`src/rtl/program_counter.sv`:
```
// MC14500B instruction-address generator with a small hardware return stack.
// One-cycle latency: pc/sp update on the edge that samples step and the ICU controls.
module program_counter #(
    parameter int ADDR_W      = 8,
    parameter int STACK_DEPTH = 4,
    localparam int SP_W       = $clog2(STACK_DEPTH + 1),
    localparam int IDX_W      = (STACK_DEPTH > 1) ? $clog2(STACK_DEPTH) : 1
) (
    input  logic              clk,
    input  logic              reset,
    input  logic              step,
    input  logic              jmp,
    input  logic              call,
    input  logic              rtn,
    input  logic              skip,
    input  logic [ADDR_W-1:0] jmp_addr,
    output logic [ADDR_W-1:0] pc,
    output logic [SP_W-1:0]   sp,
    output logic              stack_full,
    output logic              overflow,
    output logic              underflow
);

    typedef enum logic [2:0] {
        ACT_HOLD,
        ACT_JMP,
        ACT_CALL,
        ACT_CALL_OVF,
        ACT_RET,
        ACT_RET_UNF,
        ACT_SKIP,
        ACT_INC
    } action_e;

    logic [ADDR_W-1:0] pc_q, pc_d;
    logic [SP_W-1:0]   sp_q, sp_d;
    logic              ovf_q, ovf_d;
    logic              unf_q, unf_d;
    logic [ADDR_W-1:0] stack_q [STACK_DEPTH];

    action_e           act;
    logic              full;
    logic              empty;
    logic              push_en;
    logic [ADDR_W-1:0] pc_inc;
    logic [ADDR_W-1:0] pc_inc2;
    logic [IDX_W-1:0]  wr_idx;
    logic [IDX_W-1:0]  rd_idx;

    assign full    = (sp_q == SP_W'(STACK_DEPTH));
    assign empty   = (sp_q == '0);
    assign pc_inc  = pc_q + ADDR_W'(1);
    assign pc_inc2 = pc_q + ADDR_W'(2);
    assign wr_idx  = IDX_W'(sp_q);
    // rd_idx wraps when empty, but a pop is never decoded in that case.
    assign rd_idx  = IDX_W'(sp_q - SP_W'(1));

    // Priority decode: jmp > rtn > skip > increment; call only qualifies jmp.
    always_comb begin
        act = ACT_HOLD;
        if (step) begin
            if (jmp) begin
                if (call) act = full ? ACT_CALL_OVF : ACT_CALL;
                else      act = ACT_JMP;
            end else if (rtn) begin
                act = empty ? ACT_RET_UNF : ACT_RET;
            end else if (skip) begin
                act = ACT_SKIP;
            end else begin
                act = ACT_INC;
            end
        end
    end

    always_comb begin
        pc_d    = pc_q;
        sp_d    = sp_q;
        ovf_d   = ovf_q;
        unf_d   = unf_q;
        push_en = 1'b0;
        unique case (act)
            ACT_HOLD: ;
            ACT_JMP:  pc_d = jmp_addr;
            ACT_CALL: begin
                pc_d    = jmp_addr;
                sp_d    = sp_q + SP_W'(1);
                push_en = 1'b1;
            end
            ACT_CALL_OVF: begin
                pc_d  = jmp_addr;
                ovf_d = 1'b1;
            end
            ACT_RET: begin
                pc_d = stack_q[rd_idx];
                sp_d = sp_q - SP_W'(1);
            end
            ACT_RET_UNF: begin
                pc_d  = pc_inc;
                unf_d = 1'b1;
            end
            ACT_SKIP: pc_d = pc_inc2;
            ACT_INC:  pc_d = pc_inc;
            default:  ;
        endcase
    end

    always_ff @(posedge clk) begin
        if (reset) begin
            pc_q  <= '0;
            sp_q  <= '0;
            ovf_q <= 1'b0;
            unf_q <= 1'b0;
        end else begin
            pc_q  <= pc_d;
            sp_q  <= sp_d;
            ovf_q <= ovf_d;
            unf_q <= unf_d;
        end
    end

    // Stack storage needs no reset: entries at or above sp are never read.
    always_ff @(posedge clk) begin
        if (push_en && !reset) begin
            stack_q[wr_idx] <= pc_inc;
        end
    end

    assign pc         = pc_q;
    assign sp         = sp_q;
    assign stack_full = full;
    assign overflow   = ovf_q;
    assign underflow  = unf_q;

endmodule

```
`config.mk`:
```
export PLATFORM = sky130hd
export DESIGN_NAME = program_counter
export DESIGN_NICKNAME = d
export VERILOG_FILES = /design/src/rtl/program_counter.sv
export SDC_FILE = /design/constraint.sdc
export NUM_CORES = 1
export LEC_CHECK = 0
export CORE_ASPECT_RATIO = 0.6
export CORE_MARGIN = 4
export CORE_UTILIZATION = 49
export CTS_CLUSTER_SIZE = 8
export DETAILED_ROUTE_END_ITERATION = 16
export PLACE_DENSITY = 0.82
export SLEW_MARGIN = 10
export SYNTH_ARGS = -nofsm -noshare
export SYNTH_HDL_FRONTEND = slang
export SYNTH_SLANG_ARGS = --single-unit
```
`constraint.sdc`:
```
create_clock -name clk -period 2 [get_ports clk]
set_input_delay 0.3 -clock clk [delete_from_list [all_inputs] [get_ports clk]]
set_output_delay 0.3 -clock clk [all_outputs]
set_load 0.02 [all_outputs]
```
### Word level (Yosys, flattened, before mapping)

Memory sizes are Yosys's and may differ from the RTL's.
Cells that the tools add are included.

* register bits after elaboration: 13
* logic and storage cells: 36
* bits in writable memories: 32
* output and inout port bits: 14
* input bits: 15
* memories: 1

Memory list
* stack_q: depth 4, bits a word 8, rd ports 1, clocked after memory_dff 0, write ports 1, RTL line 39 `logic [ADDR_W-1:0] stack_q [STACK_DEPTH];`

* reductions and logical operators: 7
* equality and inequality tests: 8
* multiplexer cells: 12
* add/sub/neg operators: 4

Operators with widths (number)
* case mux 8 bit (4 select lines): 1
* equality test 3 bit, second input constant: 5
* adder 8 x 1 -> 8 bit, second input constant: 1
* adder 8 x 2 -> 8 bit, second input constant: 1
* equality test 3 x 2 -> 1 bit, second input constant: 2
* 2-to-1 mux 1 bit: 6
* 2-to-1 mux 3 bit: 2
* case mux 3 bit (2 select lines): 1
* 2-to-1 mux 2 bit: 2
* nonzero test 4 bit: 1
* adder 3 x 1 -> 3 bit, second input constant: 1
* equality test 3 x 1 -> 1 bit, second input constant: 1
* zero test 3 bit: 1
* OR reduction 3 bit: 1
* subtractor 3 x 1 -> 3 bit, second input constant: 1
* nonzero test 2 bit: 1
* OR reduction 2 bit: 1
* logical AND 1 bit: 1
* zero test 1 bit: 1

### Depth between registers and ports, before layout

Gate-level depths: netlist (run 1).

* word-level depth: 10
* gate-level depth with buffers: 9
* depth with buffers taken out: 8

### Least setup slack after synthesis (run 1)

Ideal clock, no wire load.

* path type: register to register
* start point: register sp_q[0], in the netlist sp[0]
* end point: memory stack_q[0][0] (enable)
* buffers on the path: 1
* clock period less this slack: 2.337 ns
* arrival time: 1.953 ns
* setup slack: -0.337 ns
* data required time: 1.617 ns
* setup time: 0.383 ns
* stages on the path, launching flop included: 7
* path through: dfxtp_1 buf_4 inv_1 ha_1 nand2_1 nand2b_1 nor3_1

* word-level cells in the longest chain between the ends: 10
* elaborated cells between the ends (all ways): 13
* classes of those cells: eq/ne (2); mux (9); reduce/logical (2)

Ends and longest elaborated chain
* start, declared: RTL line 36 `logic [SP_W-1:0] sp_q, sp_d;`
* start signal, assigned: RTL line 115 `sp_q <= sp_d;`
* equality test 3 bit or zero test 3 bit (tied branches): RTL line 50, 51
* 2-to-1 mux 1 bit (on tied branches): RTL line 63, 66
* 2-to-1 mux 2 bit (on tied branches): RTL line 63, 65
* 2-to-1 mux 3 bit: RTL line 62 `if (jmp) begin`
* 2-to-1 mux 3 bit: RTL line 61 `if (step) begin`
* equality test 3 x 2 -> 1 bit: RTL line 81 `unique case (act)`
* 2-to-1 mux 1 bit: RTL line 81
* logical AND 1 bit: RTL line 123 `if (push_en && !reset) begin`
* 2-to-1 mux 1 bit: RTL line 123
* 2-to-1 mux 1 bit (implied by the code): RTL line 124 `stack_q[wr_idx] <= pc_inc;`
* end, declared: RTL line 39

Several ways; a longest one is shown, not always the timed one.

### Worst setup path after layout (run 1)

* start point: input jmp
* end point: register pc_q[5], in the netlist pc[5]

* word-level cells in the longest chain between the ends: 5
* elaborated cells between the ends (all ways): 13
* classes of those cells: eq/ne (7); mux (3); reduce/logical (3)

Ends and longest elaborated chain
* start, declared: RTL line 12 `input logic jmp,`
* 2-to-1 mux 3 bit (*): RTL line 62
* 2-to-1 mux 3 bit (*): RTL line 61
* equality test 3 x 2 -> 1 bit (tied with other cells): RTL line 81
* OR reduction 3 bit (no source line) or OR reduction 2 bit (tied branches)
* case mux 8 bit (4 select lines) or nonzero test 4 bit (tied branches)
* end signal, assigned: RTL line 114 `pc_q <= pc_d;`
* end, declared: RTL line 35 `logic [ADDR_W-1:0] pc_q, pc_d;`

Every way passes the cells marked *; elsewhere a longest branch is shown, timed or not.
A chain may end at the register's enable or synchronous reset.

==> results of run 1 <==
logic make-up after synthesis:
| logic type | synth area share, % |
|---|---|
| AO/OA/AOI/OAI | 12.83 |
| XOR/XNOR | 5.098 |
| adder cells (fa/ha/maj) | 3.921 |
| buffers and inverters | 3.474 |
| flip-flops | 54.68 |
| multiplexers | 8.963 |
| AND/OR/NAND/NOR | 11.04 |
timing repair:
action,4_1_cts,5_1_grt
setup endpoints to repair,1,5
pin swaps,0,1
hold buffers,0,0
gates cloned,0,0
buffers inserted,0,1
resized for setup,1,6
registers in the layout, summed over array words and instances (netlist names):
| name | count |
|---|---|
| stack_q | 32 |
| pc | 8 |
| sp | 3 |
| overflow | 1 |
| underflow | 1 |
layout by cell type (no fill, tap or decap), types with 2 or more instances in the layout:
cell and count:
mux4_2 8, mux2i_1 2, xnor2_1 8, nor2b_1 2, nand3_1 4, nand2_1 12, inv_1 8, a31oi_1 2
o211ai_1 2, a211oi_1 3, a21oi_1 7, o221ai_1 3, inv_6 2, o21ai_0 6, nor3_2 2, dfxtp_1 11
and2_1 3, edfxtp_1 32, clkdlybuf4s50_1 27, nor2_1 16, nand2b_1 4, nand4_1 2, xor2_1 5, o21ba_2 2
buf_4 31, o22ai_1 4, buf_12 2, clkbuf_8 5, ha_1 6
per-stage QoR:
step / power [W] / area (sq um) / setup WS (ns) / hold slack [ns]
final: 0.002243 / 2974 / 0.1055 / 0.4810
after global routing: 0.002356 / 2974 / 0.01462 / 0.5375
after CTS: 0.002236 / 2940 / 0.008673 / 0.4983
after detailed placement: 0.001526 / 2825 / -0.2148 / 0.4784
after global placement: 0.001515 / 2825 / -0.1121 / 0.4503
after floorplan: 0.001329 / 2262 / 0.004023 / 0.4816
layer usage:
layer / global-route usage (%) / vias to the layer above / wire length, microns / share of wire [%]
li1: - / 813 / - / -
met1: 30.74 / 855 / 2475 / 44
met2: 32.34 / 89 / 2531 / 45
met3: 5.912 / 11 / 608 / 11
met4: 6.366 / 0 / 62 / 1.1
met5: 0 / - / 0 / 0
power groups by stage:
stage          logic [W]  registers (W)  clock network (W)
2_1_floorplan   0.000232        0.00110                  0
5_1_grt         0.000505        0.00107           0.000783
4_1_cts         0.000445        0.00106           0.000728
3_3_place_gp    0.000432        0.00108                  0
3_5_place_dp    0.000442        0.00108                  0
6_report        0.000465        0.00106           0.000713
Yosys cell counts, types with 3 or more instances:
cell      count
o22ai_1       4
nand3_1       4
xnor2_1       8
clkbuf_1      7
a211oi_1      4
nor2_1       16
mux4_2        8
inv_1         9
nand2_1      13
nand2b_1      4
and2_1        3
o21ai_0       6
ha_1          7
dfxtp_1      13
xor2_1        5
nor3_1        3
a21oi_1       7
o221ai_1      3
edfxtp_1     32
layout make-up:
class                      instances  area (sq um)  area share (%)
tap                               60         75.07           2.524
inverter                           9         33.78           1.136
multi-input combinational        121         970.9           32.65
sequential                        45          1226           41.23
timing repair buffer              61         551.8           18.55
clock buffer                       5         68.82           2.314
clock inverter                     3         47.55           1.599
worst max-delay path, delay by kind of cell:
family,cells,cell delay [ns]
buf+inv,1,0.62
simple gates,2,0.33
compound gates,3,0.86
worst min path at each step:
stage | start | end | slack (ns)
floorplan | jmp_addr[4] | pc[4] | 0.48
global placement | underflow | underflow | 0.45
detailed placement | underflow | underflow | 0.48
CTS | underflow | underflow | 0.50
global route | overflow | overflow | 0.54
finish | underflow | underflow | 0.48
==> impl_metrics.json, run 1 <==
{
  "synthDistinctLibCells": 40,
  "required_ns": 2.22,
  "hold_viol": 0,
  "grt_setup_unrepaired": "false",
  "dp.cells": 295,
  "io_pins": 29,
  "hpwlAfterDp_microns": 4227,
  "power_frac_seq_pct": 47.4,
  "period_share_pct": 94.73,
  "p_sw_w": 0.0005977,
  "setup_violations": 0,
  "critPathMaxFanout": 7,
  "critical_path_class": "primary input to register",
  "ys_seq_area_share_pct": 54.68,
  "dr.pass1.iters": 4,
  "internal_power_w": 0.001645,
  "worstReg2RegEnd": "pc[5]",
  "synth_area_sq_um": 2233,
  "h-tree-depth": 2,
  "relSlewSlack_pct": 63.30,
  "setup.worst_path.end": "pc[5]",
  "grt_use_total_pct": 21.60,
  "cts_tree": "built",
  "grt_pass1_vias": 1735,
  "period_minus_slack_ns": 1.895,
  "crit_path_cell_trace": "clkdlybuf4s50_1 -> o21ba_2 -> a221oi_2 -> nor3b_1 -> o311a_1 -> nor4_2",
  "drt_iter0_markers": 230,
  "syn_nets": 207,
  "wl_per_cell_microns": 18.67,
  "drt.antenna.violating_nets": 0,
  "initial_core_util_pct": 52.47,
  "ys_top_cells_by_area": "edfxtp_1 43%, dfxtp_1 12%, mux4_2 8.1%",
  "grt_pass1_wl_microns": 8970,
  "cp-startpoint": "jmp",
  "synth_edf_count": 32,
  "dieArea_sq_um": 5738,
  "cts_made_buffers": 5,
  "outcome": "finished, final reports clean",
  "fp.dieW_microns": 95.16,
  "grt_max_degree": 17,
  "crit_path_top_delay_cell": "clkdlybuf4s50_1",
  "slowest_delay_ns": 0.62,
  "whs_path_depth": 2,
  "r2r-start": "sp[1]",
  "wirelength_microns": 5677,
  "cp.arrival_ns": 2.11,
  "final_cells": 304,
  "drv_cap": 0,
  "async_reset_ff_share_pct": 0,
  "coreArea_sq_um": 4257,
  "root_buffer": "clkbuf_8",
  "synth_top_area_share_pct": 43.03,
  "p_leak_nw": 1.087,
  "viasPerCell": 5.816,
  "gp_congestion": 0.8462,
  "area_growth_pct": 33.17,
  "gr-total-overflow": 0,
  "clock_power_share_pct": 31.8,
  "yosys.area.top_type": "edfxtp_1",
  "netSwitchingFraction_pct": 26.65,
  "fin_nets": 265,
  "nFillCells": 308,
  "tightest_slew_ns": 0.5466,
  "num_vias": 1768,
  "clock_latency_ns": 0.30,
  "synth_ff_type": "edfxtp_1",
  "cts_num_sinks": 45,
  "ys_warn_count": 0,
  "combPwrFrac_pct": 20.7,
  "max_freq_mhz": 527.8,
  "path_clk_slew_ns": 0.09,
  "cts_buffer_depth": 2,
  "hp-class": "register to register",
  "worstSetupStartpointType": "primary input",
  "power.density_nw_per_um2": 754.0,
  "drive_gt1_share_pct": 25.41,
  "setup_tns_ns": 0,
  "antenna_found_initial": 0,
  "drc": 0,
  "cp-end-kind": "register",
  "antenna_cells": 0,
  "irDropWorstVdd_mv": 0.5872,
  "maxSlewViolCount": 0,
  "utilization_pct": 69.87,
  "ys_ff_latch": 45,
  "die_h_microns": 60.30,
  "rrSetupSlack_ns": 0.11,
  "rows": 18,
  "port_buffers": 28,
  "r2r_cells": 7,
  "netlist_instances": 185,
  "clock_skew_ns": 0.007178,
  "syn_area_per_cell_sq_um": 12.07
}
Note: power is estimated with default switching activity, not from simulation.
==> run 2, diff against run 1 <==
--- a/config.mk
+++ b/config.mk
@@ -7,10 +7,10 @@
 export LEC_CHECK = 0
 export CORE_ASPECT_RATIO = 0.6
 export CORE_MARGIN = 4
-export CORE_UTILIZATION = 49
+export CORE_UTILIZATION = 50
 export CTS_CLUSTER_SIZE = 8
 export DETAILED_ROUTE_END_ITERATION = 16
-export PLACE_DENSITY = 0.82
+export PLACE_DENSITY = 0.8
 export SLEW_MARGIN = 10
 export SYNTH_ARGS = -nofsm -noshare
 export SYNTH_HDL_FRONTEND = slang
==> constraint.sdc (replaced) <==
create_clock -name clk -period 2.15 [get_ports clk]
set_input_delay 0.3225 -clock clk [delete_from_list [all_inputs] [get_ports clk]]
set_output_delay 0.3225 -clock clk [all_outputs]
set_load 0.02 [all_outputs]
==> run 2 against run 1 <==
  * Register-to-register slack improved by 0.12 ns
  * Combinational power decreased by 14%
  * Clock-buffer cell count unchanged
  * Final area decreased by 3.7%
  * First-iteration DRC count decreased by 41%
  * Critical path depth decreased by 1
  * Critical endpoint is now stack_full
  * Clock skew decreased by 0.0036 ns
  * Global-route usage decreased by 1.4 points
  * Hold slack got worse by 0.0072 ns
  * Worst setup slack improved by 0.11 ns
  * Via count decreased by 7.1%
  * Routed wire length decreased by 7.2%
==> impl_metrics.json, run 2 (synthesis results as in run 1) <==
{
  "final_cells": 293,
  "period_share_pct": 89.89,
  "crit_path_top_delay_cell": "dlygate4sd2_1",
  "dr.pass1.iters": 4,
  "largest_reg_flops": 32,
  "antenna_cells": 0,
  "grt_max_degree": 17,
  "hold_buffers": 0,
  "cp-end-kind": "primary output",
  "cts_tree": "built",
  "path_clk_slew_ns": 0.09,
  "wl_per_cell_microns": 17.97,
  "fin_nets": 254,
  "fin_area_sq_um": 2865,
  "setup_violations": 0,
  "dieArea_sq_um": 5635,
  "maxSlewViolCount": 0,
  "crit_path_frequent_cell": "inv_1",
  "hold_viol": 0,
  "highest_layer": "met4",
  "wl_met2_microns": 2241,
  "drive_gt1_share_pct": 18.45,
  "antenna_found_initial": 0,
  "period_minus_slack_ns": 1.933,
  "irDropWorstVdd_mv": 0.5367,
  "wirelength_microns": 5266,
  "drc": 0,
  "relSlewSlack_pct": 67.18,
  "placed_area_sq_um": 2749,
  "num_vias": 1642,
  "required_ns": 1.83,
  "area_growth_pct": 28.29,
  "wl_met3_microns": 308,
  "layout_common_cells": "32 x edfxtp_1, 27 x clkdlybuf4s50_1, 19 x buf_4, 16 x nor2_1, 13 x nand2_1",
  "root_buffer": "clkbuf_8",
  "p_leak_nw": 1.031,
  "grt_use_total_pct": 20.20,
  "io_pins": 29,
  "cts_made_buffers": 5,
  "rows": 18,
  "hpwlAfterDp_microns": 3991,
  "die_h_microns": 59.77,
  "grt_pass1_wl_microns": 8266,
  "drt-met1-wl_microns": 2677,
  "clock_skew_ns": 0.003573,
  "clock_latency_ns": 0.31,
  "initial_core_util_pct": 53.03,
  "drt_iter0_markers": 135,
  "dp.cells": 285,
  "cts_buffer_depth": 2,
  "gp_congestion": 0.8772,
  "cp.arrival_ns": 1.61,
  "port_buffers": 28,
  "fp.dieW_microns": 94.28,
  "layout_commonest_cell": "edfxtp_1",
  "cts_num_sinks": 45,
  "drt.antenna.violating_nets": 0,
  "hp-class": "register to register",
  "coreArea_sq_um": 4212,
  "h-tree-depth": 2,
  "slowest_delay_ns": 0.35,
  "critPathMaxFanout": 6,
  "gr-total-overflow": 0,
  "drv_cap": 0,
  "viasPerCell": 5.604,
  "worstSetupStartpointType": "register",
  "holdWs_ns": 0.4738,
  "critical_path_class": "register to primary output",
  "power.density_nw_per_um2": 716.8,
  "tightest_slew_ns": 0.4888,
  "max_freq_mhz": 517.4,
  "top_register": "stack_q",
  "grt_pass1_vias": 1573,
  "grt_setup_unrepaired": "false",
  "power_w": 0.002054,
  "cts_setup_buffers": 0,
  "outcome": "finished, final reports clean",
  "crit_path_cell_trace": "inv_1 -> ha_1 -> nand2_1 -> inv_1 -> dlygate4sd2_1"
}
-- run 2: changes by cell type in the layout (fill, tap and decap cells not counted), sizes merged --
cell and delta:
clkinvlp +1, inv -1, buf -11
-- run 2: metrics by stage --
stage / setup WS [ns] / setup TNS [ns] / util, %
after global routing: 0.1154 / 0 / 68.03
after global placement: 0.02542 / 0 / 65.27
after floorplan: -0.03525 / -0.5632 / -
after detailed placement: -0.09209 / -0.6308 / 65.27
after CTS: 0.2225 / 0 / 68.03
final: 0.2174 / 0 / 68.03
-- run 2: report_power, final --
group	internal, W	leakage [nW]	switching, W
registers	0.000959	0.399	0.0000258
logic	0.000192	0.575	0.000206
clock network	0.000354	0.0563	0.000317
total	0.00150	1.03	0.000549
-- run 2: path summary, 6_finish.rpt --
path                            startpoint          to  slack [ns]  cells after the start
worst min-delay path             underflow   underflow        0.47                      2
worst max-delay path                 sp[0]  stack_full        0.22                      5
worst max register to register       sp[0]       pc[7]        0.23                      8
worst min register to register   underflow   underflow        0.47                      2
-- run 2: what timing repair did --
action,in CTS,in global routing
endpoints found under the setup margin,1,0
hold endpoints to repair,0,0
gates resized for setup,1,0
-- run 2: routing by layer --
metal | track usage [%] | vias to the layer above
met5 | 0 | -
li1 | - | 788
met2 | 28.63 | 50
met1 | 30.21 | 799
met4 | 6.584 | 0
met3 | 5.283 | 5
-- run 2: layout make-up --
type | count | area, sq um
fill | 327 | 1346
sequential | 45 | 1222
multi-input combinational | 121 | 934.6
timing repair buffer | 50 | 481.7
tap | 60 | 75.07
clock buffer | 5 | 68.82
clock inverter | 3 | 48.80
inverter | 9 | 33.78
-- run 2: critical path: cells and delay by family (launching register included) --
family / cells / cell delay [ns]
flip-flops: 1 / 0.33
adder cells (fa/ha/maj): 1 / 0.22
AND/OR/NAND/NOR: 1 / 0.19
buffers and inverters: 3 / 0.57
==> run 3, diff against run 2 <==
--- a/config.mk
+++ b/config.mk
@@ -5,9 +5,11 @@
 export SDC_FILE = /design/constraint.sdc
 export NUM_CORES = 1
 export LEC_CHECK = 0
+export ABC_CLOCK_PERIOD_IN_PS = 2150
 export CORE_ASPECT_RATIO = 0.6
 export CORE_MARGIN = 4
 export CORE_UTILIZATION = 50
+export CTS_CLUSTER_DIAMETER = 40
 export CTS_CLUSTER_SIZE = 8
 export DETAILED_ROUTE_END_ITERATION = 16
 export PLACE_DENSITY = 0.8
==> results of run 3 <==
The final DEF is identical to that of run 2; final timing and power are the same.
